$ cat config.mk
export PLATFORM = sky130hd
export DESIGN_NAME = pipe_stall_ctrl
export DESIGN_NICKNAME = d
export VERILOG_FILES = /design/src/rtl/pipe_stall_ctrl.sv
export SDC_FILE = /design/constraint.sdc
export NUM_CORES = 1
export LEC_CHECK = 0
export CORE_MARGIN = 1
export CORE_UTILIZATION = 30
export DETAILED_ROUTE_END_ITERATION = 7
export GPL_TIMING_DRIVEN = 1
export PLACE_DENSITY_LB_ADDON = 0.05
export SLEW_MARGIN = 30
export SYNTH_ARGS = -nofsm -noshare
export SYNTH_HDL_FRONTEND = slang
export SYNTH_SLANG_ARGS = --single-unit
$ cat constraint.sdc
create_clock -name clk -period 1.9 [get_ports clk]
set_input_delay 0.475 -clock clk [delete_from_list [all_inputs] [get_ports clk]]
set_output_delay 0.475 -clock clk [all_outputs]
set_load 0.02 [all_outputs]
$ cat src/rtl/pipe_stall_ctrl.sv
// rtl/pipe_stall_ctrl.sv - pipeline stall/flush/halt controller with wait watchdog
// Optional stall cycle counter is built only when PIPE_STALL_CNT_EN is defined.
module pipe_stall_ctrl #(
    parameter int TIMEOUT = 15,
    parameter int CNT_W   = 16
) (
    input  logic             clk,
    input  logic             rst_n,
    input  logic             hazard_stall,
    input  logic             branch_taken,
    input  logic             imem_stall,
    input  logic             dmem_stall,
    input  logic             halt_req,
    output logic             PCwriteEn,
    output logic             IFIDwriteEn,
    output logic             IDEXwriteEn,
    output logic             EXMEMwriteEn,
    output logic             MEMWBwriteEn,
    output logic             ifid_flush,
    output logic             idex_flush,
    output logic             halted,
    output logic             err,
    output logic [CNT_W-1:0] stall_cnt
);

    typedef enum logic [2:0] {
        S_BOOT       = 3'd0,
        S_RUN        = 3'd1,
        S_MEM_WAIT   = 3'd2,
        S_FETCH_WAIT = 3'd3,
        S_HALTED     = 3'd4
    } state_t;

    // Control vector: {PC, IFID, IDEX, EXMEM, MEMWB, ifid_flush, idex_flush}
    localparam logic [6:0] C_ALL0  = 7'b00000_00;
    localparam logic [6:0] C_NORM  = 7'b11111_00;
    localparam logic [6:0] C_FETCH = 7'b01111_10;
    localparam logic [6:0] C_BRAN  = 7'b11111_11;
    localparam logic [6:0] C_HAZ   = 7'b00111_01;
    localparam logic [7:0] TO8     = 8'(TIMEOUT);

    state_t     r_state;
    state_t     w_next;
    logic [6:0] w_ctl;
    logic [7:0] r_wait_cnt;
    logic [7:0] w_wait_nxt;
    logic       r_err;

    always_ff @(posedge clk or negedge rst_n) begin
        if (!rst_n) r_state <= S_BOOT;
        else        r_state <= w_next;
    end

    always_comb begin
        w_next = r_state;
        case (r_state)
            S_BOOT:       w_next = S_RUN;
            S_RUN: begin
                if (halt_req)        w_next = S_HALTED;
                else if (dmem_stall) w_next = S_MEM_WAIT;
                else if (imem_stall) w_next = S_FETCH_WAIT;
            end
            S_MEM_WAIT:   if (!dmem_stall) w_next = S_RUN;
            S_FETCH_WAIT: begin
                if (dmem_stall)       w_next = S_MEM_WAIT;
                else if (!imem_stall) w_next = S_RUN;
            end
            S_HALTED:     w_next = S_HALTED;
            default:      w_next = S_BOOT;
        endcase
    end

    always_comb begin
        w_ctl = C_ALL0;
        case (r_state)
            S_RUN: begin
                if (halt_req || dmem_stall) w_ctl = C_ALL0;
                else if (imem_stall)        w_ctl = C_FETCH;
                else if (branch_taken)      w_ctl = C_BRAN;
                else if (hazard_stall)      w_ctl = C_HAZ;
                else                        w_ctl = C_NORM;
            end
            S_MEM_WAIT:   if (!dmem_stall) w_ctl = C_NORM;
            S_FETCH_WAIT: begin
                if (dmem_stall)      w_ctl = C_ALL0;
                else if (imem_stall) w_ctl = C_FETCH;
                else                 w_ctl = C_NORM;
            end
            default:      w_ctl = C_ALL0;
        endcase
    end

    assign {PCwriteEn, IFIDwriteEn, IDEXwriteEn, EXMEMwriteEn, MEMWBwriteEn,
            ifid_flush, idex_flush} = w_ctl;
    assign halted = (r_state == S_HALTED);
    assign err    = r_err;

    // Counter only advances while staying in the same wait state; any entry restarts it.
    always_comb begin
        w_wait_nxt = 8'd0;
        if ((w_next == S_MEM_WAIT || w_next == S_FETCH_WAIT) && w_next == r_state)
            w_wait_nxt = (r_wait_cnt == TO8) ? r_wait_cnt : r_wait_cnt + 8'd1;
    end

    always_ff @(posedge clk or negedge rst_n) begin
        if (!rst_n) begin
            r_wait_cnt <= 8'd0;
            r_err      <= 1'b0;
        end else begin
            r_wait_cnt <= w_wait_nxt;
            if (w_wait_nxt == TO8) r_err <= 1'b1;
        end
    end

`ifdef PIPE_STALL_CNT_EN
    logic [CNT_W-1:0] r_stall_cnt;

    always_ff @(posedge clk or negedge rst_n) begin
        if (!rst_n)
            r_stall_cnt <= '0;
        else if (!PCwriteEn && r_state != S_BOOT && r_state != S_HALTED && r_stall_cnt != '1)
            r_stall_cnt <= r_stall_cnt + CNT_W'(1);
    end

    assign stall_cnt = r_stall_cnt;
`else
    assign stall_cnt = '0;
`endif

endmodule

==> reports/results.tsv, run 1 <==
stage	metric	value	unit
timing	hold_viol	0	
timing	setup_viol	7	
critical_path	reg2reg_depth	5	
critical_path	setup.worst_path.class	primary input to primary output	
job	maxCapViolCount	0	
synthesis	synth_area_leaders	dfrtp_1 34%, buf_4 15%, a21oi_1 5.6%	
critical_path	cp-end-kind	primary output	
route	via_count	698	
layout	areaGrowthSynthToFinish	23.7	%
floorplanning	num_io_pins	32	
layout	layout-drive-gt1-share	26.8	%
timing	worst_slew_pin_slew	559	ps
layout	final_cells	154	
critical_path	reg2reg_to	err	
pwr	power.leakage	0.000517	uW
synthesis	synth_top_area_cell	dfrtp_1	
synthesis	syn_area	896	sq um
layout	final_common_cell	conb_1	
floorplanning	die_x	56.6	um
clock_network	cts_tree	done	
hold_path	hold_path_depth	2	
synthesis	synth_warnings	0	
timing	period_needed	2030	ps
hold_path	min_to	err	
route	ant_nets	0	
pwr	irDropWorstVdd	0.491	mV
layout	nets	133	
floorplanning	start_util	32.2	%
layout	antenna_cells	0	
run_status	status	finished with violations	
layout	utilization	39.9	%
floorplanning	core.rowCount	19	
critical_path	crit_fanout	6	
place	dp.cells	150	
global_routing	antenna_found_initial	0	
critical_path	r2r-start	r_wait_cnt[0]	
route	wirelength	1670	um
synthesis	synth_seq_cells	12	
clock_network	cts_root_buffer	clkbuf_4	
route	drt-initial-drc-count	10	
clock_network	clkSinkCount	12	
timing	slew_viol_final	0	
pwr	p_total	968	uW
synthesis	yosys.area.top_type_share	33.5	%
route	post_drt_via_cell_ratio	4.53	
floorplanning	die_y	56.6	um
pwr	power.density	873	nW/um^2
route	drc	0	
critical_path	crit_arrival	1550	ps
route	wire_per_inst	10.8	um
global_routing	overflow	0	
floorplanning	core_area	2780	sq um
clock_network	clk_latency	270	ps
place	port_buffers	15	
timing	rsz0062_at_grt	true	
critical_path	cp.required	1420	ps
place	pre_cts_ws	-791	ps
place	hpwl	1300	um
synthesis	synth.distinct_cells	33	
synthesis	syn_area_per_cell	8.96	sq um
route	first_pass_iters	3	
timing	setup_ws	-130	ps
place	dpl_cell_area	1060	sq um
run_status	violations	negative setup slack	
clock_network	clkTransAtPathRegs	70	ps
global_routing	grt_first_pass_wirelength	2660	um
timing	relSlewSlack	62.6	%
hold_path	hold_start	err	
place	gp_congestion	0.733	
clock_network	cts.htree.levels	1	
synthesis	yosysSeqAreaShare	33.5	%
floorplanning	fp.dieArea	3210	sq um
clock_network	numCtsBuffers	3	
synthesis	synthCells	100	
layout	design_area	1110	sq um
global_routing	grt_max_degree	13	
timing	finClkSkew	10.2	ps
hold_path	hold_path_class	register to register	
clock_network	clockBufferDepth	2	
global_routing	first_global_vias	627	
critical_path	worstSetupStartpointType	primary input	
timing	period_share	107	%
timing	timing.fmax	493	MHz
global_routing	grt_usage	10.9	%
layout	final_cell_mix	16 x conb_1, 12 x dfrtp_1, 11 x nor2_1, 11 x buf_4, 8 x a21oi_1	
critical_path	rrSetupSlack	250	ps
## layout make-up
class | count | area (sq um)
fillers | 283 | 1670
multi-input cells | 82 | 528
flip-flops and latches | 12 | 300
repair buffers | 24 | 211
well taps | 31 | 38.8
clock buffers | 3 | 22.5
inverters | 2 | 7.51
## stage by stage
step	TNS [ps]	hold WS, ps
3_3_place_gp	-5080	451
3_5_place_dp	-5250	467
4_1_cts	-836	484
6_report	-675	472
2_1_floorplan	0	179
5_1_grt	-1400	491
## state kept, by name, summed over array words and instances, names as in the netlist
register / flops
r_wait_cnt: 8
r_state: 3
err: 1
## report_power, final
part	internal [uW]	total (uW)	switching [uW]	leakage, uW
Sequential	287	320	33.5	0.000158
Combinational	246	493	247	0.000345
Clock	73.2	154	81.2	0.0000138
## per-layer routing
layer | share of wire [%] | track usage [%] | up-vias
li1 | - | - | 354
met4 | 1.3 | 6.27 | 0
met2 | 49 | 17.5 | 12
met3 | 2.8 | 2.76 | 2
met1 | 47 | 13.1 | 330
met5 | 0 | 0 | -
## synth_stat cells, drive strengths merged
cell and instances:
a21oi 10, buf 19, nand4 1, a31oi 1
and3b 1, mux2i 1, nor4 2, o21a 1
nor2b 1, nand2b 8, xnor2 1, and2 1
and4 1, conb 1, and3 1, nand3 2
ha 1, nor3 4, o41ai 1, inv 2
xor2 3, nor2 11, o22a 1, or2 2
nand2 2, o21ai 3, nor4b 1, and2b 3
dfrtp 12, nor3b 2
## worst max-delay path by stage
| stage | from | endpoint | slack (ps) | depth (start not counted) |
|---|---|---|---|---|
| floorplan | dmem_stall | idex_flush | 60 | 2 |
| global placement | dmem_stall | idex_flush | -750 | 4 |
| detailed placement | dmem_stall | idex_flush | -790 | 4 |
| CTS | r_state[2] | PCwriteEn | -160 | 5 |
| global route | r_state[1] | idex_flush | -210 | 3 |
| finish | dmem_stall | idex_flush | -130 | 4 |
## logic make-up (layout without fill, tap and decap cells)
family | count (synthesis) | in the layout | synth area share, %
simple gates | 43 | 43 | 30.7
buf+inv | 21 | 29 | 16.5
compound gates | 17 | 17 | 12.0
flops | 12 | 12 | 33.5
xor+xnor | 4 | 4 | 3.91
fa+ha+maj | 1 | 1 | 1.40
other cells | 1 | 16 | 0.419
mux | 1 | 1 | 1.54
## worst max-delay path, cell delays in order
cell and delay, ps:
dlygate4sd2_1 270, nor4_4 400, nor3b_2 240, buf_4 160
## timing repair
| item | CTS | global route |
|---|---|---|
| pin swaps | 3 | 3 |
| resized for setup | 48 | 6 |
| setup endpoints to repair | 8 | 8 |
| buffers inserted | 1 | 0 |
| hold buffers | 0 | 0 |
Note: power is estimated with default switching activity, not from simulation.
==> run 2: changes to the inputs <==
--- a/config.mk
+++ b/config.mk
@@ -5,6 +5,7 @@
 export SDC_FILE = /design/constraint.sdc
 export NUM_CORES = 1
 export LEC_CHECK = 0
+export CORE_ASPECT_RATIO = 0.7
 export CORE_MARGIN = 1
 export CORE_UTILIZATION = 30
 export DETAILED_ROUTE_END_ITERATION = 7
==> reports/results.tsv, run 2 (synthesis gave the netlist of run 1 again) <==
stage	metric	value	unit	change
run_status	status	finished with violations		
run_status	violations	negative setup slack		
global_routing	overflow	0		unchanged
layout	multiInputGateArea	534	sq um	+1.2%
timing	hold_viol	0		unchanged
pwr	irDropWorstVdd	0.477	mV	-2.8%
layout	largest_reg_flops	8		unchanged
timing	period_needed	1920	ps	-108 ps
route	wirelength	1670	um	+0.24%
route	drt-initial-drc-count	47		+37
critical_path	crit_path_top_delay_cell	dfrtp_1		
floorplanning	start_util	31.7	%	-0.47 points
global_routing	grt_first_pass_wirelength	2690	um	+1.3%
pwr	power.leakage	0.000529	uW	+2.3%
layout	areaGrowthSynthToFinish	27.1	%	
clock_network	clkTransAtPathRegs	50	ps	-20 ps
timing	rsz0062_at_grt	true		
global_routing	grt_usage	11.8	%	+0.89 points
floorplanning	die_y	47.7	um	-16%
clock_network	cts_setup_buffers	0		-1
layout	fillCellCount	292		+3.2%
clock_network	clk_latency	240	ps	-30 ps
critical_path	crit_arrival	1450	ps	-100 ps
critical_path	crit_path_max_incr_delay	410	ps	about the same
global_routing	antenna_found_initial	0		unchanged
place	dp.cells	156		+4.0%
layout	final_common_cell	conb_1		
timing	setup_viol	6		-1
clock_network	cts_tree	done		
clock_network	clockBufferDepth	2		unchanged
timing	setup_ws	-21.8	ps	+108 ps
job	maxCapViolCount	0		unchanged
route	ant_nets	0		unchanged
route	first_pass_iters	4		+1
route	via_count	689		-1.3%
floorplanning	fp.dieArea	3210	sq um	+0.11%
global_routing	grt_max_degree	13		unchanged
route	wire_per_inst	10.5	um	-2.9%
critical_path	cp-end-kind	primary output		
route	post_drt_via_cell_ratio	4.33		-4.4%
clock_network	cts_root_buffer	clkbuf_8		
layout	final_cells	159		+3.2%
layout	final_cell_mix	16 x conb_1, 12 x dfrtp_1, 12 x buf_4		
critical_path	crit_buf_inv	1		-1
layout	layout-drive-gt1-share	26.8	%	unchanged
clock_network	cts.htree.levels	1		unchanged
critical_path	cp.required	1420	ps	about the same
floorplanning	num_io_pins	32		unchanged
layout	regMostFlops	r_wait_cnt		
place	gp_congestion	0.764		+4.2%
place	hpwl	1310	um	+1.0%
critical_path	worstSetupStartpointType	register		
hold_path	hold_path_class	register to register		
critical_path	setup.worst_path.class	register to primary output		
place	port_buffers	15		unchanged
layout	utilization	40.3	%	+0.48 points
floorplanning	core_area	2820	sq um	+1.5%
critical_path	crit_fanout	6		unchanged
layout	nets	133		unchanged
critical_path	crit_family	simple AND/OR/NAND/NOR gates		
timing	worst_slew_pin_slew	588	ps	+28.8 ps
pwr	power.density	902	nW/um^2	+3.3%
timing	slew_viol_final	0		unchanged
timing	period_share	101	%	-5.7 points
route	drc	0		unchanged
layout	regArea	300	sq um	unchanged
timing	fin_tns_setup	-89.4	ps	+586 ps
pwr	p_total	1030	uW	+6.1%
timing	finClkSkew	3.70	ps	-6.54 ps
floorplanning	core.rowCount	16		-3
floorplanning	die_x	67.3	um	+19%
global_routing	first_global_vias	583		-7.0%
critical_path	cp_cell_sequence	nor4_4 -> a21oi_1 -> nor2_1 -> buf_4		
timing	timing.fmax	520	MHz	+5.6%
clock_network	numCtsBuffers	3		unchanged
layout	antenna_cells	0		unchanged
timing	relSlewSlack	60.7	%	-1.9 points
clock_network	clkSinkCount	12		unchanged
[run 2: cell count changes in the layout (fill, tap and decap cells not counted), sizes merged]
cell and delta:
clkdlybuf4s15 +2, dlygate4sd2 -2
[run 2: what timing repair did]
item,4_1_cts,5_1_grt
pin swaps,2,3
resized for setup,46,8
endpoints found under the setup margin,8,8
hold buffers,0,0
[run 2: final timing paths]
check | endpoint | depth (start not counted) | startpoint | slack, ps
max in group asynchronous | r_wait_cnt[3] | 1 | rst_n | 900
setup reg to reg | err | 5 | r_wait_cnt[0] | 220
setup / recovery | ifid_flush | 4 | r_state[1] | -20
hold / removal | err | 2 | err | 460
min in group asynchronous | r_wait_cnt[7] | 1 | rst_n | 610
hold reg to reg | err | 2 | err | 460
[run 2: area by class of cell]
| class | instances | share of cell area, % |
|---|---|---|
| Multi-Input combinational cell | 82 | 46.9 |
| Sequential cell | 12 | 26.4 |
| Timing Repair Buffer | 24 | 18.5 |
| Tap cell | 36 | 3.96 |
| Clock buffer | 3 | 3.63 |
| Inverter | 2 | 0.659 |
[run 2: worst min-delay path, cell delays in order (launching register included)]
cell and delay [ps]:
dfrtp_1 340, inv_1 50, o41ai_2 50
[run 2: power by group]
| group | leakage [uW] | internal [uW] | switching [uW] | total, uW |
|---|---|---|---|---|
| sequential | 0.000158 | 288 | 31.6 | 319 |
| clock | 0.0000216 | 139 | 88.1 | 227 |
| combinational | 0.000349 | 235 | 246 | 481 |
| total | 0.000529 | 662 | 365 | 1030 |
[run 2: routing by layer]
metal / global-route usage, % / wire length (um)
met5: 0 / 0
met4: 5.11 / 10
met3: 5.00 / 74
met2: 16.2 / 711
met1: 16.0 / 875
[run 2: metrics by stage]
stage	cell area (sq um)	setup WS, ps	hold WS, ps
2_1_floorplan	952	61.7	179
3_3_place_gp	1070	-725	452
3_5_place_dp	1070	-776	459
4_1_cts	1120	-150	471
5_1_grt	1140	-132	497
6_report	1140	-21.8	465
